$ cat src/rtl/counter_seq_ctrl_if.sv
// Control/feedback bundle between the sequencer and the external up-counter.
// The master side is the sequencer; the slave side is the controller and counter.
interface counter_seq_ctrl_if #(
  parameter int WIDTH = 8,
  parameter int PRE_W = 16
);
  logic             start;
  logic             abort;
  logic             mode_reload;
  logic [WIDTH-1:0] start_val;
  logic [WIDTH-1:0] end_val;
  logic [PRE_W-1:0] prescale;
  logic [WIDTH-1:0] count;
  logic             cnt_ld;
  logic [WIDTH-1:0] cnt_v;
  logic             cnt_inc;
  logic             busy;
  logic             done;

  modport master (
    input  start, abort, mode_reload, start_val, end_val, prescale, count,
    output cnt_ld, cnt_v, cnt_inc, busy, done
  );

  modport slave (
    output start, abort, mode_reload, start_val, end_val, prescale, count,
    input  cnt_ld, cnt_v, cnt_inc, busy, done
  );
endinterface

$ cat src/rtl/counter_seq_ctrl.sv
// Runs an external up-counter from start_val to end_val, one increment every
// prescale+1 cycles, with one-shot or auto-reload repetition.
module counter_seq_ctrl #(
  parameter int WIDTH = 8,
  parameter int PRE_W = 16
) (
  input  logic                clk,
  input  logic                rst,
  counter_seq_ctrl_if.master  bus
);

  typedef enum logic [1:0] {IDLE, LOAD, RUN, DONE} state_t;

  state_t           state, state_nxt;
  logic [PRE_W-1:0] pre_cnt, pre_nxt;
  logic [WIDTH-1:0] start_q, end_q;
  logic [PRE_W-1:0] pre_q;
  logic             reload_q;
  logic             accept;
  logic             ld, inc, fin;

  assign accept = (state == IDLE) && bus.start && !bus.abort;

  always_ff @(posedge clk) begin
    if (!rst) begin
      state    <= IDLE;
      pre_cnt  <= '0;
      start_q  <= '0;
      end_q    <= '0;
      pre_q    <= '0;
      reload_q <= 1'b0;
    end else begin
      state   <= state_nxt;
      pre_cnt <= pre_nxt;
      if (accept) begin
        start_q  <= bus.start_val;
        end_q    <= bus.end_val;
        pre_q    <= bus.prescale;
        reload_q <= bus.mode_reload;
      end
    end
  end

  always_comb begin
    state_nxt = state;
    pre_nxt   = pre_cnt;
    ld        = 1'b0;
    inc       = 1'b0;
    fin       = 1'b0;
    case (state)
      IDLE: if (accept) state_nxt = LOAD;
      LOAD: begin
        ld = !bus.abort;
        if (bus.abort) state_nxt = IDLE;
        else begin
          state_nxt = RUN;
          pre_nxt   = pre_q;
        end
      end
      RUN: begin
        // Terminal count wins over the prescale tick, so the last value is
        // held for exactly one cycle before DONE.
        if (bus.abort)                state_nxt = IDLE;
        else if (bus.count == end_q)  state_nxt = DONE;
        else if (pre_cnt == '0) begin
          inc     = 1'b1;
          pre_nxt = pre_q;
        end else                      pre_nxt = pre_cnt - 1'b1;
      end
      DONE: begin
        fin = !bus.abort;
        if (bus.abort)     state_nxt = IDLE;
        else if (reload_q) state_nxt = LOAD;
        else               state_nxt = IDLE;
      end
      default: state_nxt = IDLE;
    endcase
  end

  assign bus.cnt_ld  = ld;
  assign bus.cnt_v   = start_q;
  assign bus.cnt_inc = inc;
  assign bus.busy    = (state != IDLE);
  assign bus.done    = fin;

endmodule

$ cat src/flat_wrapper.sv
// flat-port wrapper written by rule: the top's interface ports become plain ports
module counter_seq_ctrl_flat 
#(
  parameter int WIDTH = 8,
  parameter int PRE_W = 16
)
  (clk, rst, bus_start, bus_abort, bus_mode_reload, bus_start_val, bus_end_val, bus_prescale, bus_count, bus_cnt_ld, bus_cnt_v, bus_cnt_inc, bus_busy, bus_done);
  counter_seq_ctrl_if #(.WIDTH(WIDTH), .PRE_W(PRE_W)) bus_i ();
  input  logic clk;
  input  logic rst;
  input wire logic [$bits(bus_i.start)-1:0] bus_start;
  input wire logic [$bits(bus_i.abort)-1:0] bus_abort;
  input wire logic [$bits(bus_i.mode_reload)-1:0] bus_mode_reload;
  input wire logic [$bits(bus_i.start_val)-1:0] bus_start_val;
  input wire logic [$bits(bus_i.end_val)-1:0] bus_end_val;
  input wire logic [$bits(bus_i.prescale)-1:0] bus_prescale;
  input wire logic [$bits(bus_i.count)-1:0] bus_count;
  output wire logic [$bits(bus_i.cnt_ld)-1:0] bus_cnt_ld;
  output wire logic [$bits(bus_i.cnt_v)-1:0] bus_cnt_v;
  output wire logic [$bits(bus_i.cnt_inc)-1:0] bus_cnt_inc;
  output wire logic [$bits(bus_i.busy)-1:0] bus_busy;
  output wire logic [$bits(bus_i.done)-1:0] bus_done;
  assign bus_i.start = bus_start;
  assign bus_i.abort = bus_abort;
  assign bus_i.mode_reload = bus_mode_reload;
  assign bus_i.start_val = bus_start_val;
  assign bus_i.end_val = bus_end_val;
  assign bus_i.prescale = bus_prescale;
  assign bus_i.count = bus_count;
  assign bus_cnt_ld = bus_i.cnt_ld;
  assign bus_cnt_v = bus_i.cnt_v;
  assign bus_cnt_inc = bus_i.cnt_inc;
  assign bus_busy = bus_i.busy;
  assign bus_done = bus_i.done;
  counter_seq_ctrl #(.WIDTH(WIDTH), .PRE_W(PRE_W)) u_core (.clk(clk), .rst(rst), .bus(bus_i));
endmodule
$ cat config.mk
export PLATFORM = sky130hd
export DESIGN_NAME = counter_seq_ctrl_flat
export DESIGN_NICKNAME = d
export VERILOG_FILES = /design/src/rtl/counter_seq_ctrl_if.sv /design/src/rtl/counter_seq_ctrl.sv /design/src/flat_wrapper.sv
export SDC_FILE = /design/constraint.sdc
export NUM_CORES = 1
export LEC_CHECK = 0
export ABC_AREA = 1
export BUFFER_PORTS_ARGS = -buffer_cell sky130_fd_sc_hd__buf_2
export CORE_MARGIN = 8
export CORE_UTILIZATION = 30
export CTS_BUF_LIST = sky130_fd_sc_hd__clkbuf_4
export DETAILED_ROUTE_END_ITERATION = 6
export PLACE_DENSITY = 0.57
export SYNTH_ARGS = -nofsm -noshare
export SYNTH_HDL_FRONTEND = slang
export SYNTH_SLANG_ARGS = --single-unit
$ cat constraint.sdc
create_clock -name clk -period 3.5 [get_ports clk]
set_input_delay 0.525 -clock clk [delete_from_list [all_inputs] [get_ports clk]]
set_output_delay 0.525 -clock clk [all_outputs]
set_load 0.03 [all_outputs]
# Word-level counts from Yosys, hierarchy flattened
# Cells that the tools add are included.
# word_totals
inputBits	45
out_inout_bits	12
ff_bits	51
# op_classes
n_addsub	1
muxes	18
eq_ne	9
n_reduce_logical	9
# ops
operator	count
two-way mux 16 bit	4
case mux 16 bit (2 select lines)	1
logical NOT 16 bit	1
subtractor 16 x 1 -> 16 bit (second input constant)	1
two-way mux 2 bit	5
equality test 8 bit	1
case mux 2 bit (4 select lines)	1
two-way mux 1 bit	7
inequality test 2 bit (second input constant)	3
equality test 2 bit (second input constant)	2
AND reduction 4 bit	1
nonzero test 2 bit	2
inequality test 3 x 2 -> 1 bit (second input constant)	1
equality test 2 x 1 -> 1 bit (second input constant)	1
logical AND 1 bit	2
logical NOT 2 bit	1
inequality test 2 x 1 -> 1 bit (second input constant)	1
AND reduction 2 bit	1
logical NOT 1 bit	1

# Longest topological paths before layout
# depth
ltp_word	5
mapped_depth	12

# Worst setup path before layout
# OpenSTA, ideal clock, no wires.
# synth_timing
kind	in2out
startpoint	in bus_count[1]
endpoint	out bus_cnt_inc
t_required_ns	2.975
arrival_ns	1.764
slack_ns	1.211
path_buffers	0
stages	8
path_cell_list	inv_1 nand2_1 nand2_1 nand2_1 nor2_1 nand2_1 nand3_1 nor4_1
# synth_via
elab_chain_cells	4
# synth_lines
element	line_no	rtl
start, declared	flat_wrapper.sv:17	input wire logic [$bits(bus_i.count)-1:0] bus_count;
equality test 8 bit	counter_seq_ctrl.sv:64	else if (bus.count == end_q) state_nxt = DONE;
two-way mux 1 bit	counter_seq_ctrl.sv:64	
two-way mux 1 bit	counter_seq_ctrl.sv:63	if (bus.abort) state_nxt = IDLE;
two-way mux 1 bit	counter_seq_ctrl.sv:50	case (state)
end, declared	flat_wrapper.sv:20	output wire logic [$bits(bus_i.cnt_inc)-1:0] bus_cnt_inc;
# No other way between the ends.

# Final worst setup path
# layout_timing
startpoint	reg u_core.pre_cnt[4]
endpoint	out bus_cnt_inc
# layout_via
elab_chain_cells	5
# layout_lines
element	line_no	rtl
start, declared	counter_seq_ctrl.sv:15	logic [PRE_W-1:0] pre_cnt, pre_nxt;
start signal, assigned	counter_seq_ctrl.sv:34	pre_cnt <= pre_nxt;
logical NOT 16 bit	counter_seq_ctrl.sv:65	else if (pre_cnt == '0) begin
two-way mux 1 bit	counter_seq_ctrl.sv:65	
two-way mux 1 bit	counter_seq_ctrl.sv:64	
two-way mux 1 bit	counter_seq_ctrl.sv:63	
two-way mux 1 bit	counter_seq_ctrl.sv:50	
# No other way between the ends.

==> impl_metrics.env <==
export IMPL_power_density_nw_per_um2=404.1
export IMPL_synth_edf_count=0
export IMPL_worst_pin_slew_ps=1183
export IMPL_cts_sinks=51
export IMPL_yosysTopAreaCell="dfxtp_1"
export IMPL_worst_hold_path_type="in -> reg"
export IMPL_clk_latency_ps=380
export IMPL_area_growth_pct=15.23
export IMPL_dp_cells=550
export IMPL_timing_final_hold_violations=0
export IMPL_routed_via_density=4.698
export IMPL_drtPass1Iterations=6
export IMPL_grt_max_degree=43
export IMPL_gp_congestion=0.8463
export IMPL_critPathKind="reg -> out"
export IMPL_path_clk_slew_ps=160
export IMPL_antenna_found_initial=1
export IMPL_yosys_area_share_xor_xnor=0.02633
export IMPL_clockBufferDepth=2
export IMPL_r2r_slack_ps=1510
export IMPL_worstSetupStartpointType="flop"
export IMPL_crit_family="simple AND/OR/NAND/NOR gates"
export IMPL_core_area_sq_um=8678
export IMPL_grt_pass1_wl_um=11270
export IMPL_vias=2626
export IMPL_status="complete, no violations"
export IMPL_synthSimpleGateAreaFrac=0.3662
export IMPL_synthAdderAreaFrac=0.009403
export IMPL_grt_overflow_total=0
export IMPL_rsz0062_at_grt="false"
export IMPL_portBuffers=56
export IMPL_die_width_um=110.2
export IMPL_clock_root_buffer="clkbuf_4"
export IMPL_ctsResizeCount=0
export IMPL_drtIter0Drc=108
export IMPL_grt_pass1_vias=2598
export IMPL_wire_per_inst_um=11.97
export IMPL_synth_cell_type_count=31
export IMPL_yosys_most_used_dff="dfxtp_1"
export IMPL_synth_compound_gate_area_share=0.1340
export IMPL_fin_skew_ps=13.00
export IMPL_fin_crit_ps=2461
export IMPL_syn_nets=446
export IMPL_h_tree_depth=2
export IMPL_antenna_left=0
export IMPL_nFillCells=985
export IMPL_wl_um=6691
export IMPL_crit_arrival_ps=1940
export IMPL_drv_cap=0
export IMPL_irDropWorstVdd_mv=0.1710
export IMPL_io_pins=57
export IMPL_synth_warnings=0
export IMPL_dieArea_sq_um=12140
export IMPL_muxShareOfSynthArea=0
export IMPL_fin_nets=496
export IMPL_final_util=0.3534
export IMPL_hold_buffers=0
export IMPL_path_buf_inv=2
export IMPL_crit_chain="nor2_2 > inv_1 > nor2_1 > nand4_1 > nor4_1 > buf_2"
export IMPL_dp_hpwl_um=4883
export IMPL_critPathCaptureType="output pin"
export IMPL_initial_core_util=0.3067
export IMPL_die_h_um=110.2
export IMPL_clock_fmax_ghz=0.4063
export IMPL_drive_gt1_frac=0.1978
export IMPL_synth_commonest_cells="90 x nor2_1, 81 x nand2_1, 51 x dfxtp_1"
export IMPL_postCtsSetupBuffers=0
export IMPL_syn_area_sq_um=2661
export IMPL_p_leak_nw=1.462
export IMPL_maxSlewViolCount=0
export IMPL_max_stage_delay_ps=410
export IMPL_yosys_top_cells_area="dfxtp_1 38%, nor2_1 13%, nand2_1 11%"
export IMPL_cts_buffers=5
export IMPL_num_rows=34
export IMPL_ys_seq_area_frac=0.3836
export IMPL_ys_ff_latch=51
export IMPL_route_detailed_drc=0
export IMPL_fin_tns_setup_ps=0
export IMPL_setup_violations=0
export IMPL_ys_async_sr_fraction=0
export IMPL_fin_cells=559
export IMPL_synth_top_family_by_area="simple AND/OR/NAND/NOR gates"
export IMPL_grt_use_total=0.1137
export IMPL_worstPathMaxFanout=4
export IMPL_power_total_mw=1.239
export IMPL_slew_headroom=0.2103
export IMPL_period_share=0.7032
export IMPL_syn_area_per_cell_sq_um=6.670
export IMPL_synthCells=399
export IMPL_tritoncts="built"
export IMPL_worst_ep_required_time_ps=2970
export IMPL_yosys_cell_count_top_type="nor2_1"
export IMPL_worst_path_max_delay_cell="nor4_1"
export IMPL_synth_top_area_share=0.3836
-- cells in the final DEF (no fill, tap or decap), types with 2 or more instances in the layout --
cell	n
nor2_2	9
nor2_1	90
a21oi_1	25
or2_2	2
nand2_4	2
xor2_1	2
clkbuf_4	5
nor3_1	2
clkinv_2	3
nand2_1	81
buf_2	56
inv_2	2
or2_0	4
xnor2_1	6
dfxtp_1	51
nand3_1	15
a21oi_2	2
ha_1	2
inv_1	34
nor2_4	2
nand4_1	9
o21ai_0	38
-- registers in the layout, summed over array words and instances (netlist names) --
name / cells
u_core.state: 2
u_core.bus.cnt_v: 8
u_core.reload_q: 1
u_core.pre_cnt: 16
u_core.pre_q: 16
u_core.end_q: 8
-- worst paths after layout --
check,from,endpoint,cells after the start
worst min register to register,u_core.pre_q[6],u_core.pre_q[6],2
worst max-delay path,u_core.pre_cnt[4],bus_cnt_inc,6
worst min-delay path,bus_prescale[4],u_core.pre_q[4],3
worst max register to register,u_core.pre_cnt[6],u_core.pre_cnt[12],9
-- routing by layer --
layer / wire [um] / track usage / up-vias
li1: - / - / 1378
met1: 3139 / 0.1299 / 1181
met2: 3120 / 0.1969 / 60
met3: 339 / 0.03256 / 7
met4: 91 / 0.04282 / 0
met5: 0 / 0 / -
-- cells by family after synthesis --
logic type      count (synthesis)
xor+xnor                        8
simple gates                  220
compound gates                 67
buf+inv                        51
fa+ha+maj                       2
flops                          51
-- where the power goes --
part,internal [mW],total [mW],switching (mW),leakage (nW)
Sequential,0.621,0.643,0.0224,0.417
Clock,0.0754,0.268,0.192,0.0347
Combinational,0.118,0.328,0.210,1.01
Total,0.815,1.24,0.424,1.46
-- area by class of cell --
class,count,area (sq um),share of cell area
Timing Repair Buffer,57,287.8,0.09384
Tap cell,108,135.1,0.04406
Clock buffer,5,37.54,0.01224
Inverter,37,141.4,0.04610
Clock inverter,3,15.01,0.004896
Antenna cell,1,2.502,0.0008160
Multi-Input combinational cell,297,1426,0.4651
Sequential cell,51,1021,0.3329
-- worst register-to-register path, delay by kind of cell (launching register included) --
kind	cells	cell delay, ps
simple gates	7	1270
flops	1	480
buf+inv	1	70
compound gates	1	50
-- metrics by stage --
step | hold WS, ps | setup WS [ps] | area (sq um)
after detailed placement | 455.1 | 1303 | 3012
final | 357.8 | 1039 | 3067
after global routing | 346.0 | 798.3 | 3067
after global placement | 445.9 | 1284 | 3012
after CTS | 348.9 | 1050 | 3064
after floorplan | 429.1 | 1211 | 2661
Power figures use the tool's default switching activity.
